--- src/rtl/dat_fifo_buffer_pkg.sv ---
// dat_fifo_buffer_pkg: shared FIFO sizing constants used by the DAT engine, the register block and the buffer
//   FIFO_WIDTH      - data word width
//   FIFO_ADDR_WIDTH - buffer pointer width
//   FIFO_DEPTH      - default buffer depth, 2^FIFO_ADDR_WIDTH
package dat_fifo_buffer_pkg;
    localparam int FIFO_WIDTH      = 32;
    localparam int FIFO_ADDR_WIDTH = 4;
    localparam int FIFO_DEPTH      = 1 << FIFO_ADDR_WIDTH;
endpackage

--- src/rtl/dat_fifo_buffer_if.sv ---
// dat_fifo_buffer_if: push/pop bus between a buffer user and dat_fifo_buffer
//   master - the user: drives flush, wr_enb, din, rd_enb; sees data, occupancy and flags
//   slave  - the buffer: the mirror image of master
interface dat_fifo_buffer_if import dat_fifo_buffer_pkg::*; #(
    parameter int WIDTH      = FIFO_WIDTH,
    parameter int ADDR_WIDTH = FIFO_ADDR_WIDTH
) ();
    logic                  flush;
    logic                  wr_enb;
    logic [WIDTH-1:0]      din;
    logic                  rd_enb;
    logic [WIDTH-1:0]      dout;
    logic                  buf_empty;
    logic                  buf_full;
    logic                  almost_full;
    logic                  almost_empty;
    logic [ADDR_WIDTH:0]   word_cnt;
    logic                  overflow_err;
    logic                  underflow_err;

    modport master (
        output flush, wr_enb, din, rd_enb,
        input  dout, buf_empty, buf_full, almost_full, almost_empty, word_cnt, overflow_err, underflow_err
    );

    modport slave (
        input  flush, wr_enb, din, rd_enb,
        output dout, buf_empty, buf_full, almost_full, almost_empty, word_cnt, overflow_err, underflow_err
    );
endinterface

--- src/rtl/dat_fifo_mem.sv ---
// dat_fifo_mem: DEPTH x WIDTH storage array, synchronous write port and registered read port
//   host_clk, rst_L          - clock and synchronous active-low reset (clears only the read register)
//   wr_en, wr_addr, wr_data  - write port
//   rd_en, rd_addr, rd_data  - read port; rd_data loads on rd_en and holds otherwise
module dat_fifo_mem import dat_fifo_buffer_pkg::*; #(
    parameter int WIDTH      = FIFO_WIDTH,
    parameter int ADDR_WIDTH = FIFO_ADDR_WIDTH
) (
    input  logic                  host_clk,
    input  logic                  rst_L,
    input  logic                  wr_en,
    input  logic [ADDR_WIDTH-1:0] wr_addr,
    input  logic [WIDTH-1:0]      wr_data,
    input  logic                  rd_en,
    input  logic [ADDR_WIDTH-1:0] rd_addr,
    output logic [WIDTH-1:0]      rd_data
);
    logic [WIDTH-1:0] mem [1 << ADDR_WIDTH];

    always_ff @(posedge host_clk) begin
        if (wr_en) mem[wr_addr] <= wr_data;
    end

    always_ff @(posedge host_clk) begin
        if (!rst_L) rd_data <= '0;
        else if (rd_en) rd_data <= mem[rd_addr];
    end
endmodule

--- src/rtl/dat_fifo_buffer.sv ---
// dat_fifo_buffer: single-clock circular FIFO between the host register side and the DAT line engine
//   host_clk - clock, all state changes on the rising edge
//   rst_L    - synchronous active-low reset
//   bus      - dat_fifo_buffer_if.slave: flush, push (wr_enb/din), pop (rd_enb/dout), word_cnt,
//              buf_empty/buf_full, almost_full/almost_empty, overflow_err/underflow_err
// Define DAT_FIFO_ERR_FLAGS_EN to build the sticky overflow/underflow flags; otherwise they are tied to 0.
module dat_fifo_buffer import dat_fifo_buffer_pkg::*; #(
    parameter int WIDTH      = FIFO_WIDTH,
    parameter int ADDR_WIDTH = FIFO_ADDR_WIDTH,
    parameter int AF_LEVEL   = (1 << ADDR_WIDTH) - 2,
    parameter int AE_LEVEL   = 2
) (
    input  logic        host_clk,
    input  logic        rst_L,
    dat_fifo_buffer_if.slave bus
);
    localparam int DEPTH = 1 << ADDR_WIDTH;
    localparam int CW    = ADDR_WIDTH + 1;

    logic [ADDR_WIDTH-1:0] wr_ptr, rd_ptr;
    logic [CW-1:0]         cnt;
    logic                  empty, full, push, pop;

    assign empty = (cnt == '0);
    assign full  = (cnt == CW'(DEPTH));
    // Flush outranks push/pop, so a request on a flush edge must not touch memory or dout.
    assign push  = bus.wr_enb && !full  && !bus.flush;
    assign pop   = bus.rd_enb && !empty && !bus.flush;

    always_ff @(posedge host_clk) begin
        if (!rst_L || bus.flush) begin
            wr_ptr <= '0;
            rd_ptr <= '0;
            cnt    <= '0;
        end else begin
            if (push) wr_ptr <= wr_ptr + 1'b1;
            if (pop) rd_ptr <= rd_ptr + 1'b1;
            cnt <= (push && !pop) ? cnt + 1'b1 : (pop && !push) ? cnt - 1'b1 : cnt;
        end
    end

    dat_fifo_mem #(.WIDTH(WIDTH), .ADDR_WIDTH(ADDR_WIDTH)) u_mem (
        .host_clk (host_clk),
        .rst_L    (rst_L),
        .wr_en    (push && rst_L),
        .wr_addr  (wr_ptr),
        .wr_data  (bus.din),
        .rd_en    (pop && rst_L),
        .rd_addr  (rd_ptr),
        .rd_data  (bus.dout)
    );

    assign bus.word_cnt     = cnt;
    assign bus.buf_empty    = empty;
    assign bus.buf_full     = full;
    assign bus.almost_full  = (cnt >= CW'(AF_LEVEL));
    assign bus.almost_empty = (cnt <= CW'(AE_LEVEL));

`ifdef DAT_FIFO_ERR_FLAGS_EN
    logic ovf, udf;

    always_ff @(posedge host_clk) begin
        if (!rst_L || bus.flush) begin
            ovf <= 1'b0;
            udf <= 1'b0;
        end else begin
            ovf <= ovf | (bus.wr_enb & full);
            udf <= udf | (bus.rd_enb & empty);
        end
    end

    assign bus.overflow_err  = ovf;
    assign bus.underflow_err = udf;
`else
    assign bus.overflow_err  = 1'b0;
    assign bus.underflow_err = 1'b0;
`endif
endmodule

--- src/flat_wrapper.sv ---
// flat-port wrapper written by rule: the top's interface ports become plain ports
module dat_fifo_buffer_flat import dat_fifo_buffer_pkg::*;
#(
    parameter int WIDTH      = FIFO_WIDTH,
    parameter int ADDR_WIDTH = FIFO_ADDR_WIDTH,
    parameter int AF_LEVEL   = (1 << ADDR_WIDTH) - 2,
    parameter int AE_LEVEL   = 2
)
  (host_clk, rst_L, bus_flush, bus_wr_enb, bus_din, bus_rd_enb, bus_dout, bus_buf_empty, bus_buf_full, bus_almost_full, bus_almost_empty, bus_word_cnt, bus_overflow_err, bus_underflow_err);
  dat_fifo_buffer_if #(.WIDTH(WIDTH), .ADDR_WIDTH(ADDR_WIDTH)) bus_i ();
  input  logic host_clk;
  input  logic rst_L;
  input wire logic [$bits(bus_i.flush)-1:0] bus_flush;
  input wire logic [$bits(bus_i.wr_enb)-1:0] bus_wr_enb;
  input wire logic [$bits(bus_i.din)-1:0] bus_din;
  input wire logic [$bits(bus_i.rd_enb)-1:0] bus_rd_enb;
  output wire logic [$bits(bus_i.dout)-1:0] bus_dout;
  output wire logic [$bits(bus_i.buf_empty)-1:0] bus_buf_empty;
  output wire logic [$bits(bus_i.buf_full)-1:0] bus_buf_full;
  output wire logic [$bits(bus_i.almost_full)-1:0] bus_almost_full;
  output wire logic [$bits(bus_i.almost_empty)-1:0] bus_almost_empty;
  output wire logic [$bits(bus_i.word_cnt)-1:0] bus_word_cnt;
  output wire logic [$bits(bus_i.overflow_err)-1:0] bus_overflow_err;
  output wire logic [$bits(bus_i.underflow_err)-1:0] bus_underflow_err;
  assign bus_i.flush = bus_flush;
  assign bus_i.wr_enb = bus_wr_enb;
  assign bus_i.din = bus_din;
  assign bus_i.rd_enb = bus_rd_enb;
  assign bus_dout = bus_i.dout;
  assign bus_buf_empty = bus_i.buf_empty;
  assign bus_buf_full = bus_i.buf_full;
  assign bus_almost_full = bus_i.almost_full;
  assign bus_almost_empty = bus_i.almost_empty;
  assign bus_word_cnt = bus_i.word_cnt;
  assign bus_overflow_err = bus_i.overflow_err;
  assign bus_underflow_err = bus_i.underflow_err;
  dat_fifo_buffer #(.WIDTH(WIDTH), .ADDR_WIDTH(ADDR_WIDTH), .AF_LEVEL(AF_LEVEL), .AE_LEVEL(AE_LEVEL)) u_core (.host_clk(host_clk), .rst_L(rst_L), .bus(bus_i));
endmodule
--- config.mk ---
export PLATFORM = sky130hd
export DESIGN_NAME = dat_fifo_buffer_flat
export DESIGN_NICKNAME = d
export VERILOG_FILES = /design/src/rtl/dat_fifo_buffer_pkg.sv /design/src/rtl/dat_fifo_buffer_if.sv /design/src/rtl/dat_fifo_mem.sv /design/src/rtl/dat_fifo_buffer.sv /design/src/flat_wrapper.sv
export SDC_FILE = /design/constraint.sdc
export NUM_CORES = 1
export LEC_CHECK = 0
export CORE_MARGIN = 1
export CORE_UTILIZATION = 53
export CTS_CLUSTER_DIAMETER = 60
export DETAILED_ROUTE_END_ITERATION = 8
export PLACE_DENSITY = 0.77
export SLEW_MARGIN = 10
export SYNTH_ARGS = -nofsm -noshare
export SYNTH_HDL_FRONTEND = slang
export SYNTH_SLANG_ARGS = --single-unit
export TNS_END_PERCENT = 10
--- constraint.sdc ---
create_clock -name host_clk -period 3.47 [get_ports host_clk]
set_input_delay 0.347 -clock host_clk [delete_from_list [all_inputs] [get_ports host_clk]]
set_output_delay 0.347 -clock host_clk [all_outputs]
set_load 0.01 [all_outputs]
==> After elaboration in Yosys (flattened, before gate mapping) <==
Memories as Yosys holds them, arrays and structs flattened. A register that Yosys moved wholly into a read port is not among the register bits.
Cells that the tools add are included.
{ "totals": {"register_bits": 13, "mem_bits_rw": 512, "inputBits": 37, "n_memories": 1} }
{ "op_classes": {"addsub": 4, "order_cmp": 2, "eq_ne": 1, "mux": 4, "reduce_logical": 18} }
{ "mem_list": {"columns": ["name", "words", "word_bits", "rd", "rd_clocked_by_memory_dff", "wr", "line_no", "source"], "rows": [
  ["u_core.u_mem.mem", 16, 32, 1, 1, 1, "dat_fifo_mem.sv:18", "logic [WIDTH-1:0] mem [1 << ADDR_WIDTH];"]
]} }
{ "op_table": {"columns": ["operator", "n"], "rows": [
  ["5-bit 2-to-1 mux", 2],
  ["4-bit by 1-bit adder with 4-bit output (second input constant)", 2],
  ["1-bit logical AND", 8],
  ["1-bit zero test", 7],
  ["5-bit by 1-bit adder with 5-bit output (second input constant)", 1],
  ["5-bit equality test (second input constant)", 1],
  ["5-bit by 4-bit greater-or-equal comparator with 1-bit output (second input constant)", 1],
  ["5-bit by 2-bit <= comparator with 1-bit output (second input constant)", 1],
  ["5-bit zero test", 1],
  ["5-bit by 1-bit subtractor with 5-bit output (second input constant)", 1],
  ["1-bit 2-to-1 mux", 2],
  ["2-bit nonzero test", 1],
  ["1-bit logical OR", 1]
]} }

==> Longest topological paths before layout <==
Gate-level depths: netlist of run 1.
{ "depth": {"word_depth": 8, "ltp_mapped": 12} }

==> By module <==
From an unflattened synthesis of run 1, not the netlist that was laid out.
{ "unflattened": {"hier_cells": 1309, "hier_area_um2": 21653.3} }
{ "by_module_without_submodules": {"columns": ["mod", "instances", "cells_each", "area_each_um2", "seq_area_each_um2"], "rows": [
  ["dat_fifo_mem", 1, 1216, 20866.3, 16015.4],
  ["dat_fifo_buffer", 1, 93, 787.0, 260.2]
]} }

==> Worst setup path after synthesis of run 1 <==
Ideal clock, no wire load.
{ "synth_timing": {"path_type": "reg-to-reg", "start": "register u_core.cnt[1], in the netlist u_core.bus.word_cnt[1]", "end": "memory u_core.u_mem.mem[0][0] (netlist name) (enable)", "setup_ns": 0.461, "arrival_ns": 3.382, "t_required_ns": 3.009, "slack_ns": -0.373, "stages_incl_launch_ff": 7, "n_path_buf": 1, "path_cell_list": "dfxtp_1 > or4_1 > buf_2 > o21ai_1 > nor2_1 > nand2_1 > nor3_1"} }
{ "synth_between": {"elab_chain_cells": 7} }
{ "synth_rtl": {"columns": ["element", "line_no", "source"], "rows": [
  ["start: declaration", "dat_fifo_buffer.sv:21", "logic [CW-1:0] cnt;"],
  ["start signal: assignment", "dat_fifo_buffer.sv:38", "cnt <= (push && !pop) ? cnt + 1'b1 : (pop && !push) ? cnt - 1'b1 : cnt;"],
  ["5-bit equality test", "dat_fifo_buffer.sv:25", "assign full = (cnt == CW'(DEPTH));"],
  ["1-bit zero test", "dat_fifo_buffer.sv:27", "assign push = bus.wr_enb && !full && !bus.flush;"],
  ["1-bit logical AND (2 in a row)", "dat_fifo_buffer.sv:27", null],
  ["1-bit logical AND", "dat_fifo_buffer.sv:45", ".wr_en (push && rst_L),"],
  ["1-bit 2-to-1 mux", "dat_fifo_mem.sv:21", "if (wr_en) mem[wr_addr] <= wr_data;"],
  ["1-bit 2-to-1 mux (implied by the code)", "dat_fifo_mem.sv:21", null],
  ["end: declaration", "dat_fifo_mem.sv:18", null]
]} }
No other way between the ends.

==> Worst setup path in the final report of run 1 <==
{ "layout_timing": {"start": "register u_core.cnt[0], in the netlist u_core.bus.word_cnt[0]", "end": "register u_core.cnt[4], in the netlist u_core.bus.word_cnt[4]"} }
{ "layout_between": {"elab_chain_cells": 7, "word_cells_on_any_way": 17, "classes_between": "add/sub: 2; eq/ne: 1; mux: 2; reduce/logical: 12"} }
{ "layout_rtl": {"columns": ["element", "line_no", "source"], "rows": [
  ["5-bit equality test (*)", "dat_fifo_buffer.sv:25", null],
  ["1-bit zero test (*)", "dat_fifo_buffer.sv:27", null],
  ["1-bit logical AND (*) (2 in a row)", "dat_fifo_buffer.sv:27", null],
  ["via u_core.push", "dat_fifo_buffer.sv:22", "logic empty, full, push, pop;"],
  ["1-bit zero test", "dat_fifo_buffer.sv:38", null],
  ["1-bit logical AND", "dat_fifo_buffer.sv:38", null],
  ["2-bit nonzero test (no line)", null, null]
]} }
Mark *: on every way through the listed nets, which the timed path passes. The rest lies on a longest branch. The select of a mux whose other input is x is not followed.
A chain may end at the register's enable or synchronous reset.

==> results of run 1 <==
[report_power, final]
part           switching [mW]  internal, mW
Sequential             0.0314          7.36
Combinational           0.283         0.193
Clock                    2.40          3.38
[cell families after synthesis]
family                   Yosys count  share of synthesized area [%]
multiplexers                     213                           12.7
AO/OA/AOI/OAI                    190                           5.77
AND/OR/NAND/NOR                  121                           2.36
buffers and inverters             80                           1.77
flip-flops                       557                           76.3
other                              1                         0.0176
XOR/XNOR                           9                          0.370
adder cells (fa/ha/maj)           11                          0.681
[sequential cells by signal, summed over array words and instances, names as in the netlist]
register,flops
u_core.bus.word_cnt,5
u_core.u_mem.mem,512
u_core.rd_ptr,4
u_core.u_mem.rd_data,32
u_core.wr_ptr,4
[routing by layer]
| layer | up-vias | GRT usage, % | share of wire [%] |
|---|---|---|---|
| met5 | - | 0 | 0.024 |
| met4 | 2 | 7.14 | 2.6 |
| met3 | 87 | 3.08 | 5.8 |
| met2 | 416 | 37.8 | 50 |
| met1 | 5753 | 29.9 | 41 |
| li1 | 4931 | - | - |
[worst max-delay path: cells and delay by family (launching register included)]
kind | cells | cell delay [ns]
mux | 1 | 0.25
flops | 1 | 0.36
compound gates | 3 | 0.66
fa+ha+maj | 2 | 0.51
simple gates | 3 | 1.12
buf+inv | 1 | 0.14
[cells in the final DEF (no fill, tap or decap), types with 2 or more instances in the layout]
| master | synthesis | layout |
|---|---|---|
| buf_4 | 3 | 40 |
| o31ai_1 | 14 | 14 |
| a21oi_1 | 17 | 17 |
| clkinv_8 | 0 | 2 |
| o22ai_1 | 36 | 36 |
| nand2b_1 | 5 | 4 |
| o21ai_0 | 45 | 45 |
| dfxtp_2 | 0 | 2 |
| nor3_2 | 0 | 3 |
| bufinv_16 | 0 | 5 |
| mux2i_1 | 166 | 166 |
| xor2_1 | 5 | 5 |
| conb_1 | 1 | 2 |
| nor2_4 | 0 | 12 |
| clkbuf_1 | 35 | 15 |
| o21ai_1 | 22 | 22 |
| edfxtp_1 | 512 | 512 |
| nor2_1 | 44 | 32 |
| clkinv_2 | 0 | 8 |
| mux4_2 | 46 | 46 |
| nor2b_1 | 2 | 2 |
| buf_12 | 0 | 8 |
| nand3_1 | 2 | 2 |
| clkbuf_16 | 0 | 55 |
| clkbuf_8 | 0 | 4 |
| clkinv_1 | 0 | 9 |
| nand2_1 | 56 | 56 |
| inv_8 | 0 | 2 |
| ha_1 | 10 | 10 |
| dfxtp_4 | 0 | 2 |
| a211oi_1 | 18 | 18 |
| clkdlybuf4s50_1 | 0 | 77 |
| xnor2_1 | 4 | 4 |
| or2_2 | 2 | 2 |
| dfxtp_1 | 45 | 41 |
| o221ai_1 | 32 | 32 |
| inv_1 | 7 | 7 |
[cell type report]
class                   count  area [sq um]
clock buffers              74          1490
clock inverters            27           287
fillers                  2716         15000
inverters                   7          26.3
multi-input cells         546          4790
flip-flops and latches    557         16300
well taps                 525           657
repair buffers            125          1230
[worst max path at each step]
stage	endpoint	slack (ns)	cells after the start
2_1_floorplan	u_core.u_mem.mem[3][0]$_DFFE_PP_	-0.37	6
3_3_place_gp	u_core.bus.word_cnt[4]$_SDFFE_PP0P_	0.41	10
3_5_place_dp	u_core.bus.word_cnt[4]$_SDFFE_PP0P_	0.33	10
4_1_cts	u_core.bus.word_cnt[4]$_SDFFE_PP0P_	0.30	10
5_1_grt	u_core.bus.word_cnt[4]$_SDFFE_PP0P_	0.11	11
6_report	u_core.bus.word_cnt[4]$_SDFFE_PP0P_	0.30	10
[metrics by stage]
stage	power [mW]	setup WS, ns	instance area (sq um)	instances	hold WS (ns)
finish	13.7	0.301	24800	1861	0.449
global route	14.0	0.111	24800	1861	0.469
CTS	13.7	0.303	24800	1861	0.454
detailed placement	8.01	0.327	23000	1760	0.445
global placement	7.99	0.412	23000	1760	0.439
floorplan	7.76	-0.372	21300	1183	0.446
==> flow_metrics.py, run 1 <==
metrics = {
    "synthesis": {
        "synth.area.top_cells": "edfxtp_1 72%, mux2i_1 7.8%, mux4_2 4.9%",
        "yosysSeqAreaShare_pct": 76.3,
        "synth_cell_types": 43,
        "netlist_area_sq_mm": 0.0213,
        "ys_top_cells_by_count": "512 x edfxtp_1, 166 x mux2i_1, 56 x nand2_1, 46 x mux4_2",
        "syn_inst": 1182,
        "yosys_register_bits": 557,
        "yosys_most_used_dff": "edfxtp_1",
        "synth_edf_count": 512,
        "synthArstFlopShare_pct": 0,
        "syn_avg_cell_area_sq_um": 18.0,
        "synth_largest_area_cell": "edfxtp_1",
        "yosysWarnings": 0,
        "synth_most_common_cell": "edfxtp_1",
        "synth_top_area_share_pct": 72.1,
    },
    "cts": {
        "cts_resized": 0,
        "clock_sinks": 557,
        "cts-buffers-inserted": 54,
        "h-tree-depth": 2,
        "clock_latency_ns": 0.59,
        "root_buffer": "clkbuf_16",
        "clkSlewWorstSetupHoldPaths_ns": 0.06,
        "cts_setup_buffers": 0,
        "cts_tree": "done",
        "hold_buffers": 0,
        "cts_buffer_depth": 3,
    },
    "sta": {
        "relSlewSlack_pct": 29.3,
        "final.min_clock_period_ns": 3.17,
        "slew_viol_final": 0,
        "worstMarginPinSlew_ns": 1.06,
        "finalCritPeriodShare_pct": 91.3,
        "rsz0062_at_grt": "no",
        "hold_violations": 0,
        "fin_tns_setup_ns": 0,
        "skew_ns": 0.0223,
        "max_freq_mhz": 316,
        "finalSetupViolCount": 0,
    },
    "outcome": {
        "violations": "DRC",
        "outcome": "complete, but fails checks",
    },
    "cells_and_area": {
        "final_nets": 1339,
        "final_util_pct": 62.3,
        "syn2layout_area_growth_pct": 16.2,
        "antenna_cells": 0,
        "drive_gt1_share_pct": 14.8,
    },
    "global_route": {
        "track_usage_pct": 22.3,
        "antenna_found_initial": 1,
        "grt_max_degree": 38,
        "grt_pass1_vias": 11600,
        "overflow": 0,
        "grt_pass1_wl_mm": 68.7,
    },
    "critical_path": {
        "crit_top_cell": "ha_1",
        "worstReg2RegStart": "u_core.bus.word_cnt[0]$_SDFFE_PP0P_",
        "arrival_ns": 3.63,
        "worstSetupPathType": "reg2reg",
        "cp-end-kind": "register",
        "crit_required_ns": 3.93,
        "slowest_stage": "or4_1",
        "r2r-end": "u_core.bus.word_cnt[4]$_SDFFE_PP0P_",
        "worst_r2r_path_depth": 10,
        "cpPeakStageDelay_ns": 0.67,
        "crit_fanout": 6,
        "start_kind": "register",
        "crit_chain": "or4_1, o211a_1, ha_1, inv_1, ha_1, nor2b_1, o21a_1, or3_1, a21o_1, mux2_2",
        "regToRegSetupSlack_ns": 0.30,
        "crit_path_start": "u_core.bus.word_cnt[0]$_SDFFE_PP0P_",
    },
    "detailed_routing": {
        "num_vias": 11200,
        "wl_per_cell_microns": 24.2,
        "routed_wl_mm": 45.0,
        "drcViolationCount": 2,
        "drt_first_pass_iters": 7,
        "ant_nets": 0,
        "drtIter0Drc": 979,
        "via_per_inst": 6.01,
    },
    "die": {
        "coreArea_sq_mm": 0.0397,
        "ios": 80,
        "rows": 73,
        "die_w_microns": 203,
        "start_util_pct": 53.7,
        "die_h_microns": 203,
        "die_area_sq_mm": 0.0410,
    },
    "flow_run": {
        "maxCapViolCount": 0,
    },
    "place": {
        "finalWeightedCongestion": 0.791,
        "dp_hpwl_mm": 25.3,
        "io_buffers": 77,
    },
    "min_path": {
        "min_path_type": "reg2reg",
        "min_path_cells": 2,
        "whs_endpoint": "u_core.u_mem.rd_data[17]$_SDFFE_PN0P_",
        "hp-start": "u_core.u_mem.rd_data[17]$_SDFFE_PN0P_",
    },
    "power_and_ir_drop": {
        "leakagePower_nw": 7.48,
        "powerDensity_mw_per_mm2": 551,
        "worst_ir_drop_vdd_v": 0.000417,
    },
}
Power figures use the tool's default switching activity.
==> run 2, diff against run 1 <==
PLACE_DENSITY = 0.76   (was 0.77)
SYNTH_HIERARCHICAL = 1   (was not set)
==> run 2 against run 1 <==
The run now ends clean. Combinational power fell by 20%. Count of clock-buffer cells in the layout up 3. Clock power up 3%. Die area rose by 1.5%. Flip-flop and latch count unchanged. Power is 0.51% higher. Cell count is 6.6% higher. Hold slack improved by 0.013 ns. Clock skew rose by 0.0022 ns. Fmax rose by 8.9%. Critical path type unchanged. Highest routed layer is now met4.
==> flow_metrics.py, run 2 <==
metrics = {
    "outcome": {
        "outcome": "complete, no violations",
    },
    "die": {
        "rows": 73,
        "die_w_microns": 204,
        "ios": 80,
        "die_area_sq_mm": 0.0417,
        "start_util_pct": 54.1,
        "die_h_microns": 204,
        "coreArea_sq_mm": 0.0400,
    },
    "synthesis": {
        "yosys_register_bits": 557,
        "synthArstFlopShare_pct": 0,
        "synth_largest_area_cell": "edfxtp_1",
        "yosys_most_used_dff": "edfxtp_1",
        "synth_cell_types": 39,
        "syn_inst": 1309,
        "ys_top_cells_by_count": "512 x edfxtp_1, 259 x mux2i_1, 104 x nand2_1, 103 x nand3_1, 69 x a21oi_1",
        "yosysSeqAreaShare_pct": 75.2,
        "synth_edf_count": 512,
        "yosysWarnings": 6,
        "synth_most_common_cell": "edfxtp_1",
        "syn_avg_cell_area_sq_um": 16.5,
        "synth_top_area_share_pct": 71.0,
        "synth.area.top_cells": "edfxtp_1 71%, mux2i_1 12%, dfxtp_1 4.2%",
        "netlist_area_sq_mm": 0.0217,
    },
    "cells_and_area": {
        "most-common-layout-cells": "512 x edfxtp_1, 259 x mux2i_1, 104 x nand2_1",
        "final_cell_area_sq_mm": 0.0251,
        "nFillCells": 2814,
        "drive_gt1_share_pct": 10.0,
        "top_register": "u_core/u_mem/mem",
        "syn2layout_area_growth_pct": 15.8,
        "final_cells": 1983,
        "largest_register_ffs": 512,
        "final_common_cell": "edfxtp_1",
        "final_nets": 1455,
    },
    "critical_path": {
        "worstSetupPathType": "reg2reg",
        "crit_chain": "or4_1, o21ai_4, or2_2, ha_1, inv_1, ha_1, nand2b_1, a21oi_1, mux2i_1, mux2i_1",
        "cp-end-kind": "register",
        "crit_path_start": "u_core/bus.word_cnt[1]$_SDFFE_PP0P_",
        "crit_fanout": 7,
        "r2r-end": "u_core/bus.word_cnt[4]$_SDFFE_PP0P_",
        "regToRegSetupSlack_ns": 0.56,
        "start_kind": "register",
        "cpPeakStageDelay_ns": 0.71,
        "crit_path_end": "u_core/bus.word_cnt[4]$_SDFFE_PP0P_",
        "crit_required_ns": 3.98,
        "slowest_stage": "or4_1",
        "worst_r2r_path_depth": 10,
        "arrival_ns": 3.42,
        "worstReg2RegStart": "u_core/bus.word_cnt[1]$_SDFFE_PP0P_",
    },
    "place": {
        "finalWeightedCongestion": 0.790,
        "io_buffers": 77,
        "place_ws_ns": 0.582,
        "dp_hpwl_mm": 24.3,
        "place_area_sq_mm": 0.0232,
        "dpl.cell_count": 1879,
    },
    "detailed_routing": {
        "via_per_inst": 5.94,
        "ant_nets": 0,
        "drtIter0Drc": 913,
        "routed_wl_mm": 46.9,
        "drt_first_pass_iters": 5,
        "num_vias": 11800,
        "wl_per_cell_microns": 23.6,
        "drcViolationCount": 0,
    },
    "flow_run": {
        "maxCapViolCount": 0,
    },
    "global_route": {
        "antenna_found_initial": 2,
        "grt_max_degree": 65,
        "grt_pass1_vias": 12000,
        "overflow": 0,
        "grt_pass1_wl_mm": 70.9,
        "track_usage_pct": 22.9,
    },
    "cts": {
        "cts_setup_buffers": 0,
        "root_buffer": "clkbuf_16",
        "cts_resized": 0,
        "clkSlewWorstSetupHoldPaths_ns": 0.06,
        "h-tree-depth": 2,
        "cts_tree": "done",
        "clock_sinks": 557,
        "clock_latency_ns": 0.60,
        "hold_buffers": 0,
        "cts_buffer_depth": 3,
        "cts-buffers-inserted": 55,
    },
    "sta": {
        "slew_viol_final": 0,
        "hold_violations": 0,
        "finalCritPeriodShare_pct": 83.9,
        "fin_tns_setup_ns": 0,
        "final.min_clock_period_ns": 2.91,
        "finalSetupViolCount": 0,
        "max_freq_mhz": 344,
        "skew_ns": 0.0245,
        "setup_ws_ns": 0.559,
        "rsz0062_at_grt": "no",
        "worstMarginPinSlew_ns": 0.998,
        "relSlewSlack_pct": 33.4,
    },
    "min_path": {
        "min_path_type": "reg2reg",
    },
    "power_and_ir_drop": {
        "leakagePower_nw": 7.79,
        "powerDensity_mw_per_mm2": 548,
        "worst_ir_drop_vdd_v": 0.000420,
    },
}
-- run 2: worst max-delay path, delay by kind of cell, from the launching register on --
family          cells  cell delay [ns]
flops               1             0.36
simple gates        3             0.94
fa+ha+maj           2             0.55
buf+inv             1             0.12
mux                 2             0.45
compound gates      2             0.43
-- run 2: cell type report --
class	instances	area (sq um)	share of cell area (%)
inverter	4	15.0	0.0599
tap	525	657	2.62
clock buffer	77	1550	6.19
multi-input combinational	678	4990	19.9
antenna	2	5.00	0.0200
timing repair buffer	115	1280	5.11
sequential	557	16300	64.9
clock inverter	25	287	1.14
-- run 2: cell families after synthesis --
family	share of synthesized area (%)
AOI/OAI and AO/OA	4.21
xor gates and xnor gates	0.243
adders and majority gates	0.439
buffers and inverters	2.50
DFF	75.2
muxes	12.0
other	0.0173
and+or+nand+nor	5.45
-- run 2: per-stage QoR --
stage	utilization, %	hold slack (ns)	power, mW
CTS	62.6	0.465	13.8
global route	62.6	0.480	14.1
global placement	58.0	0.444	7.89
detailed placement	58.0	0.451	7.90
floorplan	-	0.446	7.67
finish	62.7	0.462	13.7
-- run 2: worst min-delay path by stage --
stage	slack (ns)	from	to	cells past startpoint
floorplan	0.45	bus_din[0]	u_core/u_mem/mem[0][0]$_DFFE_PP_	0
global placement	0.44	u_core/u_mem/rd_data[19]$_SDFFE_PN0P_	u_core/u_mem/rd_data[19]$_SDFFE_PN0P_	2
detailed placement	0.45	u_core/u_mem/rd_data[23]$_SDFFE_PN0P_	u_core/u_mem/rd_data[23]$_SDFFE_PN0P_	2
finish	0.46	u_core/u_mem/rd_data[22]$_SDFFE_PN0P_	u_core/u_mem/rd_data[22]$_SDFFE_PN0P_	2
CTS	0.46	u_core/u_mem/rd_data[23]$_SDFFE_PN0P_	u_core/u_mem/rd_data[23]$_SDFFE_PN0P_	2
global route	0.48	u_core/u_mem/rd_data[19]$_SDFFE_PN0P_	u_core/u_mem/rd_data[19]$_SDFFE_PN0P_	2
-- run 2: routing by layer --
metal	wire (microns)	GRT usage, %
met2	23500	38.9
met4	1140	7.68
met5	0	0
met1	19400	30.2
met3	2930	3.68
-- run 2: power breakdown --
group | switching, mW | leakage, nW | internal, mW
combinational | 0.245 | 1.92 | 0.136
sequential | 0.0247 | 4.97 | 7.36
clock | 2.40 | 0.899 | 3.56
total | 2.67 | 7.79 | 11.1
==> run 3, diff against run 2 <==
PLACE_DENSITY = 0.74   (was 0.76)
clock period = 2.7 ns   (was 3.47 ns; I/O delays follow)
==> run 3 against run 2 <==
Combinational power increased by 40%. Worst setup slack got worse by 0.44 ns. Wire length decreased by 2.1%. Clock skew decreased by 0.0095 ns. Critical path type unchanged. Global-route usage decreased by 0.51 points. Die area unchanged. Hold slack got worse by 0.0058 ns. Largest power group unchanged. Critical path depth decreased by 1. Utilization increased by 0.45 points.
==> flow_metrics.py, run 3 (synthesized netlist as in run 2, its figures left out) <==
metrics = {
    "place": {
        "dp_hpwl_mm": 25.3,
        "io_buffers": 77,
        "finalWeightedCongestion": 0.761,
    },
    "sta": {
        "rsz0062_at_grt": "no",
        "worstMarginPinSlew_ns": 0.668,
        "slew_viol_final": 0,
        "max_freq_mhz": 388,
        "skew_ns": 0.0150,
        "hold_violations": 0,
        "finalCritPeriodShare_pct": 95.5,
        "finalSetupViolCount": 0,
        "final.min_clock_period_ns": 2.58,
        "relSlewSlack_pct": 55.5,
    },
    "cts": {
        "clock_sinks": 557,
        "clock_latency_ns": 0.60,
        "cts-buffers-inserted": 54,
        "clkSlewWorstSetupHoldPaths_ns": 0.06,
        "hold_buffers": 0,
        "root_buffer": "clkbuf_16",
        "cts_buffer_depth": 3,
        "cts_tree": "done",
        "h-tree-depth": 2,
    },
    "power_and_ir_drop": {
        "finalPower_mw": 17.2,
        "leakagePower_nw": 7.86,
        "powerDensity_mw_per_mm2": 680,
        "worst_ir_drop_vdd_v": 0.000505,
    },
    "critical_path": {
        "cp-end-kind": "register",
        "worstReg2RegStart": "u_core/bus.word_cnt[1]$_SDFFE_PP0P_",
        "start_kind": "register",
        "worstSetupPathType": "reg2reg",
        "worst_r2r_path_depth": 9,
        "crit_path_end": "u_core/bus.word_cnt[4]$_SDFFE_PP0P_",
        "arrival_ns": 3.11,
        "crit_path_start": "u_core/bus.word_cnt[1]$_SDFFE_PP0P_",
        "regToRegSetupSlack_ns": 0.12,
        "r2r-end": "u_core/bus.word_cnt[4]$_SDFFE_PP0P_",
        "crit_required_ns": 3.23,
        "crit_fanout": 4,
    },
    "cells_and_area": {
        "nFillCells": 2841,
        "drive_gt1_share_pct": 11.9,
        "largest_register_ffs": 512,
        "most-common-layout-cells": "512 x edfxtp_1, 259 x mux2i_1, 104 x nand2_1",
        "multi_input_area_sq_mm": 0.00502,
        "syn2layout_area_growth_pct": 16.6,
        "final_util_pct": 63.1,
        "sequential_cell_area_sq_mm": 0.0163,
        "top_register": "u_core/u_mem/mem",
        "final_common_cell": "edfxtp_1",
        "final_nets": 1482,
    },
    "global_route": {
        "grt_pass1_vias": 11800,
        "grt_max_degree": 50,
        "grt_pass1_wl_mm": 69.1,
        "track_usage_pct": 22.4,
        "antenna_found_initial": 1,
        "overflow": 0,
    },
    "die": {
        "coreArea_sq_mm": 0.0400,
        "rows": 73,
        "start_util_pct": 54.1,
        "die_w_microns": 204,
        "die_area_sq_mm": 0.0417,
        "ios": 80,
        "die_h_microns": 204,
    },
    "min_path": {
        "min_path_cells": 2,
        "min_path_type": "reg2reg",
    },
    "detailed_routing": {
        "drcViolationCount": 0,
        "routed_wl_mm": 45.9,
        "drt_first_pass_iters": 5,
        "drtIter0Drc": 868,
        "ant_nets": 0,
        "wl_per_cell_microns": 22.9,
        "via_per_inst": 5.92,
        "num_vias": 11900,
    },
    "flow_run": {
        "maxCapViolCount": 0,
    },
    "outcome": {
        "outcome": "complete, no violations",
    },
}
==> run 3: changes by cell type in the layout (fill, tap and decap cells not counted), moves of 2 or more <==
| cell | change |
|---|---|
| buf_4 | +20 |
| buf_12 | +8 |
| clkinv_1 | -7 |
| clkbuf_1 | +7 |
| clkbuf_16 | -2 |
| nor3_4 | +3 |
| clkinv_2 | +4 |
| nor3_2 | -3 |
| bufinv_16 | -4 |
==> run 3: layout make-up <==
type | count | share of cell area (%)
Sequential cell | 557 | 64.5
Inverter | 4 | 0.0595
Clock inverter | 19 | 0.619
Timing Repair Buffer | 143 | 6.30
Clock buffer | 82 | 6.05
Antenna cell | 1 | 0.00991
Tap cell | 525 | 2.60
Multi-Input combinational cell | 678 | 19.9
==> run 3: through the flow <==
stage | area [sq um] | hold slack, ns | TNS (ns) | instances | worst slack (ns)
6_report | 25200 | 0.456 | 0 | 2009 | 0.122
5_1_grt | 25200 | 0.476 | 0 | 2008 | 0.0360
4_1_cts | 25200 | 0.443 | 0 | 2008 | 0.0253
3_5_place_dp | 23600 | 0.445 | 0 | 1907 | 0.0805
3_3_place_gp | 23600 | 0.441 | 0 | 1907 | 0.0686
2_1_floorplan | 21700 | 0.369 | -89.53 | 1310 | -0.243
==> run 3: how the worst min path moves through the flow <==
| stage | endpoint | startpoint | slack [ns] |
|---|---|---|---|
| floorplan | u_core/u_mem/mem[0][0]$_DFFE_PP_ | bus_din[0] | 0.37 |
| global placement | u_core/u_mem/rd_data[22]$_SDFFE_PN0P_ | u_core/u_mem/rd_data[22]$_SDFFE_PN0P_ | 0.44 |
| detailed placement | u_core/u_mem/rd_data[6]$_SDFFE_PN0P_ | u_core/u_mem/rd_data[6]$_SDFFE_PN0P_ | 0.44 |
| CTS | u_core/rd_ptr[2]$_SDFFE_PP0P_ | bus_rd_enb | 0.44 |
| global route | u_core/u_mem/rd_data[23]$_SDFFE_PN0P_ | u_core/u_mem/rd_data[23]$_SDFFE_PN0P_ | 0.48 |
| finish | u_core/u_mem/rd_data[23]$_SDFFE_PN0P_ | u_core/u_mem/rd_data[23]$_SDFFE_PN0P_ | 0.46 |
==> run 3: critical path, cell delays in order, from the launching register on <==
cell and delay (ns):
dfxtp_2 0.32, or4_4 0.57, o21ai_2 0.15, nor2_1 0.06
ha_1 0.24, fa_1 0.41, nand2b_1 0.18, a21oi_2 0.16
mux2i_1 0.23, mux2i_1 0.19
==> run 3: report_power, final <==
group | switching (mW) | internal, mW | leakage [nW] | total, mW
sequential | 0.0237 | 9.45 | 4.97 | 9.48
clock | 3.07 | 4.09 | 0.825 | 7.17
combinational | 0.333 | 0.200 | 2.07 | 0.533
==> run 3: what timing repair did <==
item                                    4_1_cts  5_1_grt
gates resized for setup                       0        2
buffers inserted                              0        0
endpoints found under the setup margin        0        2
==> run 3: layer usage <==
metal | global-route usage (%) | wire length, microns | vias to the layer above
met4 | 9.22 | 1540 | 0
li1 | - | - | 5311
met3 | 3.67 | 3050 | 101
met2 | 37.1 | 22600 | 433
met1 | 29.6 | 18800 | 6052
met5 | 0 | 0 | -
